$ cat src/rtl/calc_seq_core.sv
// Signed W-bit calculator core: single-cycle add/sub/abs, iterative shift-add multiply,
// accumulator feedback, start/busy/done handshake and sticky overflow.
module calc_seq_core #(
    parameter int W = 4
) (
    input  logic         CLOCK_50,
    input  logic         reset_n,
    input  logic         start,
    input  logic [2:0]   op,
    input  logic [W-1:0] a,
    input  logic [W-1:0] b,
    input  logic         acc_sel,
    input  logic         clr_sticky,
    output logic         busy,
    output logic         done,
    output logic [W-1:0] result,
    output logic         ovf,
    output logic         ovf_sticky
);
    localparam int CW = (W > 2) ? $clog2(W) : 1;

    // state  | meaning
    // S_IDLE | waiting for start; single-cycle ops complete here
    // S_MUL  | one shift-add partial product per cycle
    // S_FIN  | apply product sign, load result/ovf/acc
    typedef enum logic [1:0] {S_IDLE = 2'd0, S_MUL = 2'd1, S_FIN = 2'd2} state_t;

    state_t         state_q, state_d;
    logic [W-1:0]   mx_q, mx_d, my_q, my_d;
    logic [2*W-1:0] prod_q, prod_d;
    logic [CW-1:0]  cnt_q, cnt_d;
    logic           neg_q, neg_d;
    logic [W-1:0]   acc_q, acc_d, result_q, result_d;
    logic           ovf_q, ovf_d, sticky_q, sticky_d, done_q, done_d;

    logic [W-1:0]   a_sel, x_op, y_op, sum, diff, absy, res_1c;
    logic           ovf_1c;
    logic [2*W-1:0] prod_s;
    logic [W:0]     prod_hi;

    function automatic logic [W-1:0] mag(input logic [W-1:0] v);
        return v[W-1] ? (~v + W'(1)) : v;
    endfunction

    always_comb begin
        state_d  = state_q;
        mx_d     = mx_q;
        my_d     = my_q;
        prod_d   = prod_q;
        cnt_d    = cnt_q;
        neg_d    = neg_q;
        acc_d    = acc_q;
        result_d = result_q;
        ovf_d    = ovf_q;
        done_d   = 1'b0;

        a_sel = acc_sel ? acc_q : a;
        x_op  = op[2] ? b : a_sel;
        y_op  = op[2] ? a_sel : b;
        sum   = x_op + y_op;
        diff  = x_op - y_op;
        absy  = mag(y_op);

        case (op[1:0])
            2'b00: begin
                res_1c = sum;
                ovf_1c = (x_op[W-1] == y_op[W-1]) && (sum[W-1] != x_op[W-1]);
            end
            2'b01: begin
                res_1c = diff;
                ovf_1c = (x_op[W-1] != y_op[W-1]) && (diff[W-1] != x_op[W-1]);
            end
            default: begin
                res_1c = absy;
                // only the most negative value keeps its sign bit after negation
                ovf_1c = y_op[W-1] & absy[W-1];
            end
        endcase

        prod_s  = neg_q ? (~prod_q + (2*W)'(1)) : prod_q;
        prod_hi = prod_s[2*W-1:W-1];

        case (state_q)
            S_IDLE: begin
                if (start) begin
                    if (op[1:0] == 2'b11) begin
                        state_d = S_MUL;
                        mx_d    = mag(x_op);
                        my_d    = mag(y_op);
                        neg_d   = x_op[W-1] ^ y_op[W-1];
                        prod_d  = '0;
                        cnt_d   = '0;
                    end else begin
                        result_d = res_1c;
                        ovf_d    = ovf_1c;
                        acc_d    = res_1c;
                        done_d   = 1'b1;
                    end
                end
            end
            S_MUL: begin
                if (my_q[cnt_q]) begin
                    prod_d = prod_q + ({{W{1'b0}}, mx_q} << cnt_q);
                end
                cnt_d = cnt_q + CW'(1);
                if (cnt_q == CW'(W - 1)) begin
                    state_d = S_FIN;
                end
            end
            S_FIN: begin
                result_d = prod_s[W-1:0];
                ovf_d    = ~((&prod_hi) | ~(|prod_hi));
                acc_d    = prod_s[W-1:0];
                done_d   = 1'b1;
                state_d  = S_IDLE;
            end
            default: state_d = S_IDLE;
        endcase

        sticky_d = (sticky_q & ~clr_sticky) | (done_d & ovf_d);
    end

    always_ff @(posedge CLOCK_50) begin
        if (!reset_n) begin
            state_q  <= S_IDLE;
            mx_q     <= '0;
            my_q     <= '0;
            prod_q   <= '0;
            cnt_q    <= '0;
            neg_q    <= 1'b0;
            acc_q    <= '0;
            result_q <= '0;
            ovf_q    <= 1'b0;
            sticky_q <= 1'b0;
            done_q   <= 1'b0;
        end else begin
            state_q  <= state_d;
            mx_q     <= mx_d;
            my_q     <= my_d;
            prod_q   <= prod_d;
            cnt_q    <= cnt_d;
            neg_q    <= neg_d;
            acc_q    <= acc_d;
            result_q <= result_d;
            ovf_q    <= ovf_d;
            sticky_q <= sticky_d;
            done_q   <= done_d;
        end
    end

    assign busy       = (state_q == S_MUL);
    assign done       = done_q;
    assign result     = result_q;
    assign ovf        = ovf_q;
    assign ovf_sticky = sticky_q;
endmodule

$ cat config.mk
export PLATFORM = sky130hd
export DESIGN_NAME = calc_seq_core
export DESIGN_NICKNAME = d
export VERILOG_FILES = /design/src/rtl/calc_seq_core.sv
export SDC_FILE = /design/constraint.sdc
export NUM_CORES = 1
export LEC_CHECK = 0
export ABC_AREA = 1
export CAP_MARGIN = 20
export CELL_PAD_IN_SITES_DETAIL_PLACEMENT = 1
export CELL_PAD_IN_SITES_GLOBAL_PLACEMENT = 1
export CORE_ASPECT_RATIO = 0.8
export CORE_MARGIN = 8
export CORE_UTILIZATION = 43
export CTS_CLUSTER_SIZE = 25
export DETAILED_ROUTE_END_ITERATION = 12
export HOLD_SLACK_MARGIN = 0.05
export PLACE_DENSITY = 0.87
export SLEW_MARGIN = 20
export SYNTH_ARGS = -nofsm -noshare
export SYNTH_HDL_FRONTEND = slang
export SYNTH_SLANG_ARGS = --single-unit
$ cat constraint.sdc
create_clock -name CLOCK_50 -period 3.9 [get_ports CLOCK_50]
set_clock_uncertainty 0.2 [all_clocks]
set_input_delay 0.585 -clock CLOCK_50 [delete_from_list [all_inputs] [get_ports CLOCK_50]]
set_output_delay 0.585 -clock CLOCK_50 [all_outputs]
set_load 0.1 [all_outputs]
==> results of run 1 <==
-- worst min-delay path, delay by kind of cell (launching register included) --
family	cells	cell delay, ns
AO/OA/AOI/OAI	1	0.05
flip-flops	1	0.35
AND/OR/NAND/NOR	1	0.07
-- layout by cell type (no fill, tap or decap) --
cell | Yosys | routed
a31oi_1 | 2 | 2
o21ai_1 | 1 | 1
nor2_1 | 51 | 51
a21oi_1 | 28 | 28
inv_2 | 4 | 4
clkdlybuf4s50_1 | 0 | 23
inv_1 | 54 | 54
or2_2 | 1 | 1
ha_1 | 17 | 17
bufinv_16 | 0 | 1
xor2_1 | 5 | 5
nand2_2 | 4 | 4
o211ai_1 | 3 | 3
fa_1 | 3 | 3
o21bai_1 | 1 | 1
a211oi_1 | 2 | 2
nand2_1 | 110 | 110
nor3_1 | 5 | 5
clkinv_2 | 1 | 1
o22ai_1 | 2 | 2
dfxtp_1 | 28 | 28
nand3_2 | 3 | 3
nor2_2 | 2 | 2
clkbuf_8 | 0 | 3
o21ai_0 | 23 | 23
o21a_1 | 1 | 1
o311ai_0 | 1 | 1
nand4_1 | 1 | 1
clkinv_1 | 1 | 1
mux2i_1 | 1 | 1
nand3_1 | 22 | 22
a21oi_2 | 1 | 1
nand3b_1 | 2 | 2
-- cells in the mapped netlist (3+ instances only) --
| cell type | instances | area (um^2) |
|---|---|---|
| dfxtp_1 | 28 | 561 |
| inv_1 | 54 | 203 |
| o211ai_1 | 3 | 22.5 |
| ha_1 | 17 | 213 |
| inv_2 | 4 | 15.0 |
| nand2_2 | 4 | 25.0 |
| fa_1 | 3 | 60.1 |
| nor2_1 | 51 | 191 |
| nand3_1 | 22 | 110 |
| nand3_2 | 3 | 30.0 |
| o21ai_0 | 23 | 115 |
| a21oi_1 | 28 | 140 |
| xor2_1 | 5 | 43.8 |
| nor3_1 | 5 | 25.0 |
| buf_2 | 4 | 20.0 |
| nand2_1 | 110 | 413 |
-- registers in the layout (all words and copies together) (netlist names) --
name,cells
state_q,2
done,1
mx_q,4
my_q,4
neg_q,1
ovf_sticky,1
result,4
ovf,1
cnt_q,2
prod_q,8
-- worst max-delay path by stage --
stage | from | depth (start not counted) | end | slack, ns
2_1_floorplan | result[2]$_SDFFE_PN0P_ | 13 | ovf_sticky$_SDFF_PN0_ | 0.98
3_3_place_gp | op[2] | 14 | ovf_sticky$_SDFF_PN0_ | 0.63
3_5_place_dp | op[2] | 16 | ovf$_SDFF_PN0_ | 0.46
4_1_cts | op[2] | 16 | ovf$_SDFF_PN0_ | 0.75
5_1_grt | op[2] | 16 | ovf$_SDFF_PN0_ | 0.43
6_report | op[2] | 16 | ovf$_SDFF_PN0_ | 0.73
-- area by class of cell --
cell class / count / area share
multi-input combinational: 292 / 0.565
sequential: 28 / 0.209
timing repair buffer: 23 / 0.0857
inverter: 60 / 0.0843
tap: 65 / 0.0303
clock buffer: 3 / 0.0154
clock inverter: 1 / 0.0112
-- cell families after synthesis --
kind of cell	Yosys count	share of synthesized area
adders and majority gates	20	0.117
DFF	28	0.240
AOI/OAI and AO/OA	65	0.152
buffers and inverters	67	0.111
and+or+nand+nor	201	0.357
xor gates and xnor gates	5	0.0187
muxes	1	0.00428
-- metal layers --
layer  global-route usage  wire length [um]
met5                    0                 0
met4               0.0443                46
met3               0.0288               207
met2                0.315              3170
met1                0.245              3680
-- power breakdown --
group	switching, mW	total (mW)	internal, mW
Sequential	0.0113	0.309	0.297
Combinational	0.168	0.246	0.0777
Clock	0.102	0.240	0.138
Total	0.282	0.795	0.513
-- metrics by stage --
stage / util / hold WS [ns] / worst slack (ns) / std cells
detailed placement: 0.489 / 0.295 / 0.458 / 468
floorplan: - / 0.258 / 0.983 / 387
CTS: 0.503 / 0.311 / 0.748 / 472
finish: 0.503 / 0.305 / 0.734 / 472
global placement: 0.489 / 0.267 / 0.633 / 468
global route: 0.503 / 0.335 / 0.434 / 472
==> impl_metrics.yaml, run 1 <==
run_status:
  outcome: "finished, final reports clean"
clock_tree:
  clockBufferDepth: 2
  ctsRootBufferMaster: "clkbuf_8"
  postCtsHoldBufs: 0
  htreeDepth: 1
  cts_resized: 0
  clkSlewWorstSetupHoldPaths_ns: 0.11
  clk_latency_ns: 0.28
  cts_tree: "yes"
  clock-sinks: 28
  cts_setup_buffers: 0
  cts_buffers: 3
synthesis:
  syn_inst: 387
  avgSynthCellArea_um2: 6.04
  synth_flop_cell: "dfxtp_1"
  synthesis.area_mm2: 0.00234
  syn_nets: 423
  synth.distinct_cells: 33
  synth_edf_count: 0
  ys_seq_elements: 28
  ys_seq_area_frac: 0.240
  ys_warn_count: 0
  async_flop_share: 0
layout:
  fillers: 755
  final_nets: 444
  multi_input_area_mm2: 0.00152
  drive_gt1_frac: 0.0491
  seqCellArea_um2: 561
  design_area_mm2: 0.00269
  antenna_cells: 0
  area_growth_pct: 14.9
setup_path:
  path_class: "in2reg"
  rr_endpoint: "prod_q[5]$_SDFFE_PN0P_"
  r2r_slack_ns: 1.22
  slowest_stage: "clkdlybuf4s50_1"
  end_kind: "flip-flop"
  r2r-start: "cnt_q[0]$_SDFFE_PN0P_"
  arrival_ns: 3.18
  max_stage_delay_ns: 0.52
  cp.buffers_inverters: 3
  worstSetupStartpointType: "input pin"
  reg2reg_depth: 13
  cp_max_fo: 10
  cp_cell_sequence: "clkdlybuf4s50_1 > inv_2 > nor2_1 > a31oi_1 > ha_1 > nand2_1 > nand2_1 > nor2_1 > inv_1 > nand2_1 > nand4_1 > nand2_1 > nor2_1 > nor2_1 > nand2_1 > nor2_1"
  cp_top_family: "simple AND/OR/NAND/NOR gates"
  worstPathRequired_ns: 3.91
grt:
  antenna_found_initial: 0
  grt_max_degree: 20
  grt_use_total: 0.186
  grt_pass1_wl_um: 12200
  overflow: 0
  grt_pass1_vias: 2598
route:
  drt-total-wl_um: 7100
  drc: 0
  drt_iter0_drc: 102
  post_drt_wl_per_cell_um: 15.0
  ant_nets: 0
  via_per_inst: 5.22
  route.vias.total: 2463
  first_pass_iters: 4
timing:
  fmax_mhz: 316
  tightest_slew_ns: 0.976
  hold_viol_final: 0
  setup_violations: 0
  rsz0062_at_grt: "no"
  finalCritPeriodShare: 0.812
  slew_headroom: 0.347
  tns_ns: 0
  period_needed_ns: 3.17
  slew_viol_final: 0
place:
  place.gp.congestion: 0.866
  dpl_cell_area_mm2: 0.00262
  port_buffers: 23
  dp_hpwl_um: 5710
min_path:
  hold_end: "prod_q[0]$_SDFFE_PN0P_"
  min_path_type: "reg2reg"
  hold_path_startpoint: "prod_q[0]$_SDFFE_PN0P_"
  holdPathStages: 2
die:
  rows: 24
  core_area_mm2: 0.00535
  start_util: 0.437
  die_w_um: 98.4
  die_y_um: 81.9
  ioPinCount: 24
  dieArea_mm2: 0.00806
power_and_ir_drop:
  power.leakage_nw: 1.30
  pwr_density_cell_mw_per_mm2: 296
  finalPower_mw: 0.795
  peakVddDrop_mv: 0.137
flow_run:
  drv_cap: 0
Note: power is estimated with default switching activity, not from simulation.
==> run 2, diff against run 1 <==
- CORE_UTILIZATION: 43 -> 40
- PLACE_DENSITY: 0.87 -> 0.82
- clock period: 3.9 -> 3.1 ns (I/O delays scaled with it)
==> impl_metrics.yaml, run 2 (same netlist as run 1, synthesis figures left out) <==
setup_path:
  reg2reg_depth: 13
  cp_max_fo: 6
  path_class: "in2reg"
  worstSetupStartpointType: "input pin"
  r2r_slack_ns: 0.38
  r2r-start: "cnt_q[0]$_SDFFE_PN0P_"
  worstPathRequired_ns: 3.12
  end_kind: "flip-flop"
  arrival_ns: 2.96
  crit_path_start: "acc_sel"
route:
  ant_nets: 0
  post_drt_wl_per_cell_um: 14.9
  top_layer: "met4"
  via_per_inst: 5.08
  drt_iter0_drc: 207
  wl_met1_um: 3670
  first_pass_iters: 4
  wl_met2_um: 3400
  route.vias.total: 2508
  drt-total-wl_um: 7360
  drc: 0
  met3_length_um: 206
clock_tree:
  postCtsHoldBufs: 0
  clock-sinks: 28
  clk_latency_ns: 0.29
  clockBufferDepth: 2
  ctsRootBufferMaster: "clkbuf_8"
  cts_tree: "yes"
  clkSlewWorstSetupHoldPaths_ns: 0.10
  cts_buffers: 3
  htreeDepth: 1
layout:
  area_growth_pct: 16.3
  final_cell_mix: "110 x nand2_1, 54 x inv_1, 50 x nor2_1"
  antenna_cells: 0
  design_area_mm2: 0.00272
  final_common_cell: "nand2_1"
  fillers: 805
  drive_gt1_frac: 0.0847
  fin_cells: 494
  final_nets: 450
  top_register: "prod_q"
  largest_reg_flops: 8
place:
  dpl_cell_area_mm2: 0.00266
  dp_hpwl_um: 5990
  place_ws_ns: -0.0639
  place_inst: 490
  port_buffers: 23
  place.gp.congestion: 0.834
timing:
  period_needed_ns: 2.94
  fmax_mhz: 340
  slew_viol_final: 0
  rsz0062_at_grt: "no"
  tightest_slew_ns: 0.547
  tns_ns: 0
  slew_headroom: 0.634
  setup_violations: 0
  finalCritPeriodShare: 0.950
  hold_viol_final: 0
  finalWorstSetupSlack_ns: 0.156
grt:
  grt_pass1_vias: 2638
  grt_pass1_wl_um: 12500
  grt_max_degree: 20
  overflow: 0
  grt_use_total: 0.183
  antenna_found_initial: 0
min_path:
  hold_path_startpoint: "ovf_sticky$_SDFF_PN0_"
  holdPathStages: 2
  min_path_type: "reg2reg"
flow_run:
  drv_cap: 0
run_status:
  outcome: "finished, final reports clean"
power_and_ir_drop:
  finalPower_mw: 0.955
  pwr_density_cell_mw_per_mm2: 351
  power.leakage_nw: 1.34
  peakVddDrop_mv: 0.228
die:
  die_w_um: 101
  die_y_um: 84.4
  start_util: 0.404
  core_area_mm2: 0.00579
  dieArea_mm2: 0.00856
  rows: 25
  ioPinCount: 24
-- run 2: changes by cell type in the layout (fill, tap and decap cells not counted) --
| cell | before | now |
|---|---|---|
| buf_4 | 0 | 14 |
| bufinv_16 | 1 | 0 |
| clkbuf_8 | 3 | 4 |
| clkdlybuf4s50_1 | 23 | 15 |
| nor2_1 | 51 | 50 |
| nor2_2 | 2 | 3 |
-- run 2: layout make-up --
| cell class | count | area [um^2] | area share |
|---|---|---|---|
| Multi-Input combinational cell | 292 | 1520 | 0.559 |
| Sequential cell | 28 | 561 | 0.206 |
| Timing Repair Buffer | 29 | 255 | 0.0939 |
| Inverter | 60 | 226 | 0.0833 |
| Tap cell | 81 | 101 | 0.0373 |
| Clock buffer | 4 | 55.1 | 0.0203 |
-- run 2: final timing paths --
check | endpoint
setup / recovery | result[1]$_SDFFE_PN0P_
hold / removal | ovf_sticky$_SDFF_PN0_
setup reg to reg | prod_q[5]$_SDFFE_PN0P_
hold reg to reg | ovf_sticky$_SDFF_PN0_
-- run 2: per-stage QoR --
stage	util	hold slack [ns]
2_1_floorplan	-	0.258
3_3_place_gp	0.460	0.269
3_5_place_dp	0.460	0.262
4_1_cts	0.469	0.283
5_1_grt	0.470	0.295
6_report	0.470	0.279
-- run 2: where the power goes --
group / leakage, nW / total, mW / switching [mW] / internal, mW
clock network: 0.0288 / 0.242 / 0.128 / 0.114
registers: 0.228 / 0.389 / 0.0146 / 0.374
logic: 1.08 / 0.324 / 0.220 / 0.104
-- run 2: worst max-delay path: stages --
cell,delay (ns)
clkdlybuf4s50_1,0.58
nand2_1,0.15
nand2_1,0.11
nand2_1,0.07
o21ai_1,0.20
inv_1,0.11
ha_1,0.22
inv_1,0.10
fa_1,0.42
nor3_1,0.14
nor3_1,0.07
nand2_1,0.13
nand2_1,0.07
a21oi_1,0.14
-- run 2: routing by layer --
| metal | global-route usage | vias up |
|---|---|---|
| met5 | 0 | - |
| met2 | 0.297 | 37 |
| met1 | 0.241 | 1179 |
| met4 | 0.0526 | 0 |
| met3 | 0.0281 | 9 |
| li1 | - | 1283 |
-- run 2: timing repair --
action | 4_1_cts | 5_1_grt
hold endpoints to repair | 0 | 0
resized for setup | 0 | 1
endpoints found under the setup margin | 0 | 2
buffers inserted | 0 | 0
==> run 3, diff against run 2 <==
- MAX_ROUTING_LAYER: default -> met4
==> impl_metrics.yaml, run 3 (same netlist as run 1, synthesis figures left out) <==
run_status:
  outcome: "finished, final reports clean"
setup_path:
  arrival_ns: 2.94
  slowest_stage: "clkdlybuf4s50_1"
  r2r-start: "cnt_q[0]$_SDFFE_PN0P_"
  rr_endpoint: "prod_q[5]$_SDFFE_PN0P_"
  critical_path.most_common_cell: "nand2_1"
  worstSetupStartpointType: "input pin"
  end_kind: "flip-flop"
  path_class: "in2reg"
  r2r_slack_ns: 0.39
  worstPathRequired_ns: 3.12
  max_stage_delay_ns: 0.58
  cp_max_fo: 6
  reg2reg_depth: 13
  cp_cell_sequence: "clkdlybuf4s50_1 > nand2_1 > nand2_1 > nand2_1 > o21ai_1 > inv_1 > ha_1 > inv_1 > fa_1 > nor3_1 > nor3_1 > nand2_1 > nand2_1 > a21oi_1"
layout:
  final_nets: 450
  area_growth_pct: 16.3
  fin_cells: 494
  antenna_cells: 0
  largest_reg_flops: 8
  final_common_cell: "nand2_1"
  final_cell_mix: "110 x nand2_1, 54 x inv_1, 50 x nor2_1"
  drive_gt1_frac: 0.0847
  top_register: "prod_q"
  fillers: 805
timing:
  slew_viol_final: 0
  tightest_slew_ns: 0.541
  period_needed_ns: 2.92
  setup_violations: 0
  holdWs_ns: 0.280
  finalCritPeriodShare: 0.942
  finalWorstSetupSlack_ns: 0.181
  slew_headroom: 0.638
  fmax_mhz: 343
  rsz0062_at_grt: "no"
  hold_viol_final: 0
route:
  drt_iter0_drc: 163
  drc: 0
  ant_nets: 0
  via_per_inst: 5.09
  first_pass_iters: 4
  post_drt_wl_per_cell_um: 14.8
  drt-total-wl_um: 7340
  route.vias.total: 2516
min_path:
  hold_end: "ovf_sticky$_SDFF_PN0_"
  min_path_type: "reg2reg"
  holdPathStages: 2
  hold_path_startpoint: "ovf_sticky$_SDFF_PN0_"
clock_tree:
  cts_tree: "yes"
  clkSlewWorstSetupHoldPaths_ns: 0.10
  cts_buffers: 3
  ctsRootBufferMaster: "clkbuf_8"
  cts_resized: 0
  htreeDepth: 1
  postCtsHoldBufs: 0
  clk_latency_ns: 0.29
  clock-sinks: 28
  clockBufferDepth: 2
  cts_setup_buffers: 0
power_and_ir_drop:
  clock_power_share: 0.254
  pwr_density_cell_mw_per_mm2: 351
  peakVddDrop_mv: 0.228
  power.leakage_nw: 1.34
  pwr-share-comb: 0.338
  share_seq_of_total_power: 0.407
  p_switching_mw: 0.362
  internal_power_mw: 0.592
  p_sw_frac: 0.379
place:
  place.gp.congestion: 0.847
  dp_hpwl_um: 5990
  place_inst: 490
  port_buffers: 23
  place_ws_ns: -0.0639
die:
  rows: 25
  die_w_um: 101
  dieArea_mm2: 0.00856
  die_y_um: 84.4
  start_util: 0.404
  core_area_mm2: 0.00579
  ioPinCount: 24
grt:
  overflow: 0
  grt_max_degree: 20
  antenna_found_initial: 0
  grt_use_total: 0.188
  grt_pass1_wl_um: 12500
  grt_pass1_vias: 2641
flow_run:
  drv_cap: 0
[run 3: cell counts in the layout (fill, tap and decap cells not counted)]
Identical to the previous run, type by type.
[run 3: layout make-up]
type | count | area (um^2) | area share
clock buffers | 4 | 55.1 | 0.0203
repair buffers | 29 | 255 | 0.0939
multi-input cells | 292 | 1520 | 0.559
flip-flops and latches | 28 | 561 | 0.206
inverters | 60 | 226 | 0.0833
well taps | 81 | 101 | 0.0373
[run 3: worst max path at each step]
stage,startpoint,endpoint,slack (ns),cells past startpoint
after global routing,acc_sel,ovf$_SDFF_PN0_,0.06,18
after global placement,acc_sel,result[1]$_SDFFE_PN0P_,0.02,14
after CTS,acc_sel,result[1]$_SDFFE_PN0P_,0.22,14
after floorplan,result[2]$_SDFFE_PN0P_,ovf_sticky$_SDFF_PN0_,0.18,13
after detailed placement,acc_sel,result[1]$_SDFFE_PN0P_,-0.06,14
final,acc_sel,result[1]$_SDFFE_PN0P_,0.18,14
[run 3: stage by stage]
stage               setup TNS, ns  utilization  power (mW)  area (um^2)
CTS                             0        0.469       0.965         2720
detailed placement         -0.125        0.460       0.716         2660
global route                    0        0.470        1.01         2720
global placement                0        0.460       0.702         2660
floorplan                       0            -       0.613         2340
finish                          0        0.470       0.954         2720
[run 3: power groups by stage]
| stage | clock (mW) | sequential [mW] | combinational (mW) |
|---|---|---|---|
| 2_1_floorplan | 0 | 0.441 | 0.172 |
| 3_3_place_gp | 0 | 0.397 | 0.305 |
| 3_5_place_dp | 0 | 0.397 | 0.319 |
| 4_1_cts | 0.255 | 0.389 | 0.322 |
| 5_1_grt | 0.267 | 0.391 | 0.357 |
| 6_report | 0.243 | 0.389 | 0.323 |
[run 3: worst max-delay path, delay by kind of cell]
family / cells / cell delay (ns)
compound gates: 2 / 0.34
fa+ha+maj: 2 / 0.63
simple gates: 7 / 0.73
buf+inv: 3 / 0.79
[run 3: layer usage]
metal  GRT usage  part of all wire  vias to the layer above
met5           -                 0                        -
met4      0.0526             0.011                        0
met3      0.0273             0.030                        9
met2       0.298              0.46                       37
met1       0.241              0.49                     1189
li1            -                 -                     1281
